--- src/rtl/branch_ctrl_pkg.sv ---
// branch_ctrl_pkg: condition codes, FSM state encoding, flag bit indices and flag merge helper
package branch_ctrl_pkg;
  localparam logic [2:0] COND_NE   = 3'd0;
  localparam logic [2:0] COND_EQ   = 3'd1;
  localparam logic [2:0] COND_GT   = 3'd2;
  localparam logic [2:0] COND_LT   = 3'd3;
  localparam logic [2:0] COND_GTE  = 3'd4;
  localparam logic [2:0] COND_LTE  = 3'd5;
  localparam logic [2:0] COND_OVFL = 3'd6;
  localparam logic [2:0] COND_UNC  = 3'd7;
  localparam int FLAG_Z = 0;
  localparam int FLAG_V = 1;
  localparam int FLAG_N = 2;
  typedef enum logic [1:0] {RUN = 2'd0, FLUSH = 2'd1, HALT = 2'd2} state_e;
  function automatic logic [2:0] merge_flags(input logic [2:0] old_f, input logic [2:0] we, input logic [2:0] val);
    return (old_f & ~we) | (val & we);
  endfunction
endpackage

--- src/rtl/branch_ctrl_cond_eval.sv ---
// cond_eval: combinational branch condition evaluator
// Ports: cond_i (condition code), flags_i ({N,V,Z}), taken_o (condition holds)
module cond_eval
  import branch_ctrl_pkg::*;
(
  input  logic [2:0] cond_i,
  input  logic [2:0] flags_i,
  output logic       taken_o
);
  logic z, v, n;
  assign z = flags_i[FLAG_Z];
  assign v = flags_i[FLAG_V];
  assign n = flags_i[FLAG_N];
  always_comb begin
    taken_o = 1'b1;
    case (cond_i)
      COND_NE:   taken_o = ~z;
      COND_EQ:   taken_o = z;
      COND_GT:   taken_o = ~z & ~n;
      COND_LT:   taken_o = n;
      COND_GTE:  taken_o = z | ~n;
      COND_LTE:  taken_o = n | z;
      COND_OVFL: taken_o = v;
      default:   taken_o = 1'b1;
    endcase
  end
endmodule

--- src/rtl/branch_ctrl.sv ---
// branch_ctrl: EX-stage branch resolution, flag register, redirect/flush/halt control
// Ports: clk, rst_n (async active-low); ex_valid, stall_i, ex_is_br, ex_is_hlt, ex_cond,
//   ex_flag_we, alu_v/alu_z/alu_n, br_addr (EX instruction); flags_o {N,V,Z}, redirect_o,
//   target_o, flush_o, halt_o.
// Option: BRANCH_CTRL_FLAG_BYPASS_EN commits flags one cycle late and bypasses the pending write.
module branch_ctrl
  import branch_ctrl_pkg::*;
#(
  parameter int FLUSH_CYC = 2
) (
  input  logic        clk,
  input  logic        rst_n,
  input  logic        ex_valid,
  input  logic        stall_i,
  input  logic        ex_is_br,
  input  logic        ex_is_hlt,
  input  logic [2:0]  ex_cond,
  input  logic [2:0]  ex_flag_we,
  input  logic        alu_v,
  input  logic        alu_z,
  input  logic        alu_n,
  input  logic [15:0] br_addr,
  output logic [2:0]  flags_o,
  output logic        redirect_o,
  output logic [15:0] target_o,
  output logic        flush_o,
  output logic        halt_o
);
  localparam logic [2:0] FLUSH_LAST = 3'(FLUSH_CYC - 1);
  state_e      state_q, state_d;
  logic [2:0]  cnt_q, cnt_d;
  logic [2:0]  flags_q, flags_d;
  logic [15:0] target_q, target_d;
  logic        redirect_q, redirect_d;
  logic [2:0]  alu_f, cond_flags;
  logic        retire, flag_wr, taken;
  assign alu_f   = {alu_n, alu_v, alu_z};
  assign retire  = (state_q == RUN) & ex_valid & ~stall_i;
  // branches never write flags, whatever the mask says
  assign flag_wr = retire & ~ex_is_br;
`ifdef BRANCH_CTRL_FLAG_BYPASS_EN
  logic [2:0] pend_we_q, pend_val_q;
  assign cond_flags = merge_flags(flags_q, pend_we_q, pend_val_q);
  assign flags_d    = cond_flags;
  always_ff @(posedge clk or negedge rst_n) begin
    if (!rst_n) begin
      pend_we_q  <= 3'b000;
      pend_val_q <= 3'b000;
    end else begin
      pend_we_q  <= flag_wr ? ex_flag_we : 3'b000;
      pend_val_q <= alu_f;
    end
  end
`else
  assign cond_flags = flags_q;
  assign flags_d    = flag_wr ? merge_flags(flags_q, ex_flag_we, alu_f) : flags_q;
`endif
  cond_eval u_cond (.cond_i(ex_cond), .flags_i(cond_flags), .taken_o(taken));
  always_comb begin
    state_d    = state_q;
    cnt_d      = cnt_q;
    target_d   = target_q;
    redirect_d = 1'b0;
    case (state_q)
      RUN: begin
        if (retire && ex_is_hlt) begin
          state_d = HALT;
        end else if (retire && ex_is_br && taken) begin
          state_d    = FLUSH;
          cnt_d      = FLUSH_LAST;
          target_d   = br_addr;
          redirect_d = 1'b1;
        end
      end
      FLUSH: begin
        cnt_d   = (cnt_q == 3'd0) ? 3'd0 : cnt_q - 3'd1;
        state_d = (cnt_q == 3'd0) ? RUN : FLUSH;
      end
      default: ;
    endcase
  end
  always_ff @(posedge clk or negedge rst_n) begin
    if (!rst_n) begin
      state_q    <= RUN;
      cnt_q      <= 3'd0;
      flags_q    <= 3'b000;
      target_q   <= 16'h0000;
      redirect_q <= 1'b0;
    end else begin
      state_q    <= state_d;
      cnt_q      <= cnt_d;
      flags_q    <= flags_d;
      target_q   <= target_d;
      redirect_q <= redirect_d;
    end
  end
  assign flags_o    = cond_flags;
  assign redirect_o = redirect_q;
  assign target_o   = target_q;
  assign flush_o    = state_q != RUN;
  assign halt_o     = state_q == HALT;
endmodule

--- config.mk ---
export PLATFORM = sky130hd
export DESIGN_NAME = branch_ctrl
export DESIGN_NICKNAME = d
export VERILOG_FILES = /design/src/rtl/branch_ctrl_pkg.sv /design/src/rtl/branch_ctrl_cond_eval.sv /design/src/rtl/branch_ctrl.sv
export SDC_FILE = /design/constraint.sdc
export NUM_CORES = 1
export LEC_CHECK = 0
export ABC_CLOCK_PERIOD_IN_PS = 3850
export CAP_MARGIN = 20
export CORE_MARGIN = 2
export CORE_UTILIZATION = 35
export DETAILED_ROUTE_END_ITERATION = 8
export MAX_ROUTING_LAYER = met4
export PLACE_DENSITY = 0.71
export SYNTH_ARGS = -nofsm -noshare
export SYNTH_HDL_FRONTEND = slang
export SYNTH_SLANG_ARGS = --single-unit
--- constraint.sdc ---
create_clock -name clk -period 3.85 [get_ports clk]
set_clock_uncertainty 0.2 [all_clocks]
set_input_delay 0.9625 -clock clk [delete_from_list [all_inputs] [get_ports clk]]
set_output_delay 0.9625 -clock clk [all_outputs]
set_load 0.01 [all_outputs]
==> metrics <==
run status=complete, no violations; largest family of logic cells by synthesized area=multiplexers; Post-layout nets=165; Synth-to-Final Area Change=55.3%; Max clock buf depth=2; CP Capture Type=flip-flop; CP max-delay cell=or4b_1; Netlist cell types=26; die area=approximately 3500 sq um; Req. time, crit path=slightly below 4000 ps; Vias/cell=4.88; Post-Route Utilization=a little under three fifths; core area=2980 sq um; hold bufs inserted after CTS=0; RSZ-0062 raised after global routing=false; cell family with most CP delay=simple AND/OR/NAND/NOR gates; Slew Limit Fails=0; post-synthesis compound-gate area fraction=5.61%; PwrDens=436 nW/um^2; synthesis warning total=0; worst endpoint data arrival time=3170 ps; Clock Latency Late Sink=310 ps; die height=59.3 um; clock root cell=clkbuf_4; syn nets=approximately 110; routed wire length=~2300 um; largest net degree at the start of global routing=26; Synth Area in Adders=0%; vias in the first global route=793; Min Clock Period, post-route=3160 ps; cells after synthesis=76; Ant. Diodes=0; crit-path max FO=11; max_slew headroom=roughly 67%; CP max stage delay=500 ps; hold depth=1; I/O Buffers=52; DRT iter0 DRCs=25; LEAKAGE=just over 0.7 nW; r2r setup slk=approximately 1300 ps; die width=59.3 um; layout cells sized above 1=about a quarter; initial antenna violation count=0; Avg Inst Size Synth=14.1 sq um; critical path class=in2reg; most frequent cells in the layout=clkdlybuf4s50_1 (52), dfrtp_1 (25), mux2_2 (19); row cnt=20; Post-CTS Setup Bufs=0; Hold Crit Start=target_o[10]; clock sink total=25; # setup viols final=0; #FFs+latches synth=25; CP bufs+invs=2; clock buffer count from CTS=3; reg2reg path depth=5; Post-synth EDFFs=0; sequential share of the synthesized area=58.4%; post-CTS resize count=0; ys flop type=dfrtp_1; most common cell after layout, fill and taps aside=clkdlybuf4s50_1; asr flop ratio synth=100%; Initial Utilization=36.0%; post-synthesis mux area share=20.0%; via count=810; crit path cell chain=clkdlybuf4s50_1 > or4b_1 > or4b_1 > nor3_2 > buf_4 > mux2_2; synthesized cell area=1070 sq um; crit share post-route=slightly above 80%; DR pass1 iterations=2; CTS tree=done; achievable frequency=about 320 MHz; gr usage total=14.3%; VDD IR max=0.206 mV; grt ovf=0; # IOs=53; CTS HTree Levels=1; XOR/XNOR Fraction of Synth Area=0%; Detail Route Antenna Nets=0; FILL cells=about 260; R2R Path End=target_o[9]; Worst-Margin Slew=483 ps; max-cap violations=0; CP dominant cell by count=or4b_1; Fin. Hold Viols=0; critical path startpoint category=input port; Clock transition at path regs=about 130 ps; DRC violation count after routing=0; Hold Crit Class=reg2reg; Synth Area in Simple Gates=roughly 14%; Routability Congestion=approximately 0.75; TNS Setup=0 ps; Hold Path End=target_o[10]; first-pass GRT wire length=3750 um; worst r2r src=state_q[0]; hpwl dp=1810 um; WL per Instance=~14 um
-- how the worst max path moves through the flow --
| stage | slack, ps | startpoint | depth (start not counted) | end |
|---|---|---|---|---|
| after floorplan | 810 | stall_i | 5 | target_o[0] |
| after global placement | 350 | ex_valid | 6 | target_o[11] |
| after detailed placement | 360 | ex_valid | 6 | target_o[11] |
| after CTS | 690 | ex_valid | 6 | target_o[9] |
| after global routing | 570 | ex_valid | 6 | target_o[8] |
| final | 690 | ex_valid | 6 | target_o[9] |
-- kinds of logic after synthesis --
| kind of cell | after synthesis |
|---|---|
| muxes | 19 |
| buffers and inverters | 3 |
| DFF | 25 |
| and+or+nand+nor | 21 |
| AOI/OAI and AO/OA | 8 |
-- per-stage QoR --
| step | setup slack, ps | hold slack [ps] | cell area (sq um) | cells | total power [mW] |
|---|---|---|---|---|---|
| global route | 572 | 335 | 1660 | 166 | 0.766 |
| floorplan | 810 | 307 | 1070 | 76 | 0.461 |
| detailed placement | 363 | 294 | 1630 | 162 | 0.616 |
| CTS | 694 | 325 | 1660 | 166 | 0.737 |
| global placement | 351 | 289 | 1630 | 162 | 0.606 |
| finish | 690 | 320 | 1660 | 166 | 0.724 |
-- cell type report --
class	count	area [sq um]	share of cell area (%)
Inverter	1	3.75	0.226
Tap cell	33	41.3	2.48
Multi-Input combinational cell	48	419	25.2
Timing Repair Buffer	55	543	32.7
Sequential cell	25	626	37.6
Clock inverter	1	7.51	0.451
Clock buffer	3	22.5	1.35
-- where the power goes --
| group | leakage (nW) | internal (mW) | switching (mW) |
|---|---|---|---|
| clock network | 0.0139 | 0.0396 | 0.0769 |
| logic | 0.367 | 0.159 | 0.0776 |
| registers | 0.332 | 0.322 | 0.0489 |
| total | 0.713 | 0.521 | 0.203 |
-- metal layers --
layer | part of all wire [%] | global-route usage (%) | up-vias
li1 | - | - | 393
met1 | 43 | 19.3 | 392
met2 | 50 | 22.6 | 23
met3 | 5.9 | 1.31 | 2
met4 | 1.0 | 4.87 | 0
met5 | 0 | - | -
-- synth_stat cells, types with 2 or more instances --
cell type  instances  area, sq um
buf_6              2         22.5
dfrtp_1           25          626
mux2_2            19          214
nand2_1            3         11.3
nand2b_1           2         12.5
nor2_1             3         11.3
or2_2              2         12.5
or4b_1             2         20.0
Power figures use the tool's default switching activity.
==> edit, RTL diff (same settings) <==
Add a define of `BRANCH_CTRL_FLAG_BYPASS_EN`.
--- a/src/rtl/branch_ctrl.sv
+++ b/src/rtl/branch_ctrl.sv
@@ -4,4 +4,6 @@
 //   target_o, flush_o, halt_o.
 // Option: BRANCH_CTRL_FLAG_BYPASS_EN commits flags one cycle late and bypasses the pending write.
+`define BRANCH_CTRL_FLAG_BYPASS_EN
+
 module branch_ctrl
   import branch_ctrl_pkg::*;
Check against the original RTL: same outputs for any inputs over 10 cycles, from zero or initial values and one cycle with rst_n low; that may be too few to reach the edited logic, so the function may still have changed.
==> edit against the original RTL <==
Worst setup slack lost 0.071 ns; die area rose by 22%; power grew 15%; synthesized cell count up 12%; sequential cell count increased by 6; critical path depth unchanged; wire length rose by 18%; synthesized area grew 24%; non-clock buffer count is 1 lower; cell area up 19%; critical path type unchanged.
==> edit: results (changes against the original RTL) <==
Max Fclk=309 MHz (-2.2%); mux contribution to synthesized area=20.7% (+0.68 points); RR Endpoint=target_o[15]; vias=886 (+9.4%); Post-layout nets=175 (+6.1%); leakage power=0.929 nW (+30%); cell area power density=420 nW/µm² (-3.5%); critical path arrival=3.19 ns (+0.02 ns); Post-synth top cells=dfrtp_1 (31), mux2_4 (16); Non-Filler Instances=192 (+16%); r2r startpoint=pend_we_q[2]; root buf cell=clkbuf_8; initial DRC count=49 (+96%); Total GRT Usage=15.3% (+0.98 points); Pre-antenna DRT Iters=4 (+2); Slew HR=33.5% (-33 points); largest net degree at the start of global routing=32 (+23%); delay-heaviest family, CP=buffers and inverters; Distinct cells, synth=29 (+12%); VDD IR max=124 µV (-40%); CP startpoint=ex_cond[2]; crit path capture=target_o[15]; outcome=completed; Min-Delay Endpoint=target_o[2]; synth warn=0 (unchanged); final wirelength=2.76 mm (+18%); Synth Area in Compound Gates=8.30% (+2.7 points); hpwl dp=2.04 mm (+13%); GPL Wtd Cong=0.807 (+6.9%); CP max stage cell=o311ai_4; reg2reg setup slack=1.18 ns (-0.09 ns); clk pwr=0.249 mW (+110%); slowest stage delay, CP=0.82 ns (+0.32 ns); CTS H-tree depth=2 (+1); sequential share of the synthesized area=58.5% (+0.079 points); Synth Area in XOR/XNOR=1.32% (+1.3 points); fraction of registers with async set/reset=100% (unchanged); first-pass GRT wire length=4.74 mm (+26%); sequential share of power=46.6% (-4.6 points); Crit Path Max Fanout=16 (+5); share of layout cells above drive strength 1=22.9% (-1.9 points); clk_lat worst skew=0.27 ns (-0.04 ns); vias in the first global route=951 (+20%); syn nets=116 (+8.4%); Place WS=0.332 ns (-0.0309 ns); hold path start=target_o[2]; clk buf depth=2 (unchanged); Pint=0.634 mW (+22%); synth top area cells=dfrtp_1 (58%), mux2_4 (18%), mux2_2 (2.5%), o311ai_4 (2.0%), nor4b_4 (1.8%); TritonCTS Buffers=5 (+2); Clk pin slew, worst setup/hold paths=0.06 ns (-0.07 ns)
edit: layer usage:
metal	GRT usage (%)	part of all wire, %
met3	5.82	8.9
met2	23.5	46
met4	4.69	0.54
met5	-	0
met1	18.7	45
edit: per-stage QoR:
stage               area (µm²)  util (%)
global route              1990      54.3
global placement          1900      51.9
finish                    1990      54.3
CTS                       1990      54.3
detailed placement        1900      51.9
floorplan                 1330         -
edit: cell families after synthesis:
| logic type | Yosys count |
|---|---|
| and+or+nand+nor | 17 |
| muxes | 19 |
| buffers and inverters | 5 |
| AOI/OAI and AO/OA | 11 |
| xor gates and xnor gates | 2 |
| DFF | 31 |
edit: cell type report:
| class | count | area (µm²) |
|---|---|---|
| Tap cell | 48 | 60.1 |
| Sequential cell | 31 | 776 |
| Clock buffer | 6 | 82.6 |
| Clock inverter | 1 | 5.00 |
| Inverter | 3 | 11.3 |
| Timing Repair Buffer | 54 | 536 |
| Multi-Input combinational cell | 49 | 517 |
| Fill cell | 305 | 1670 |
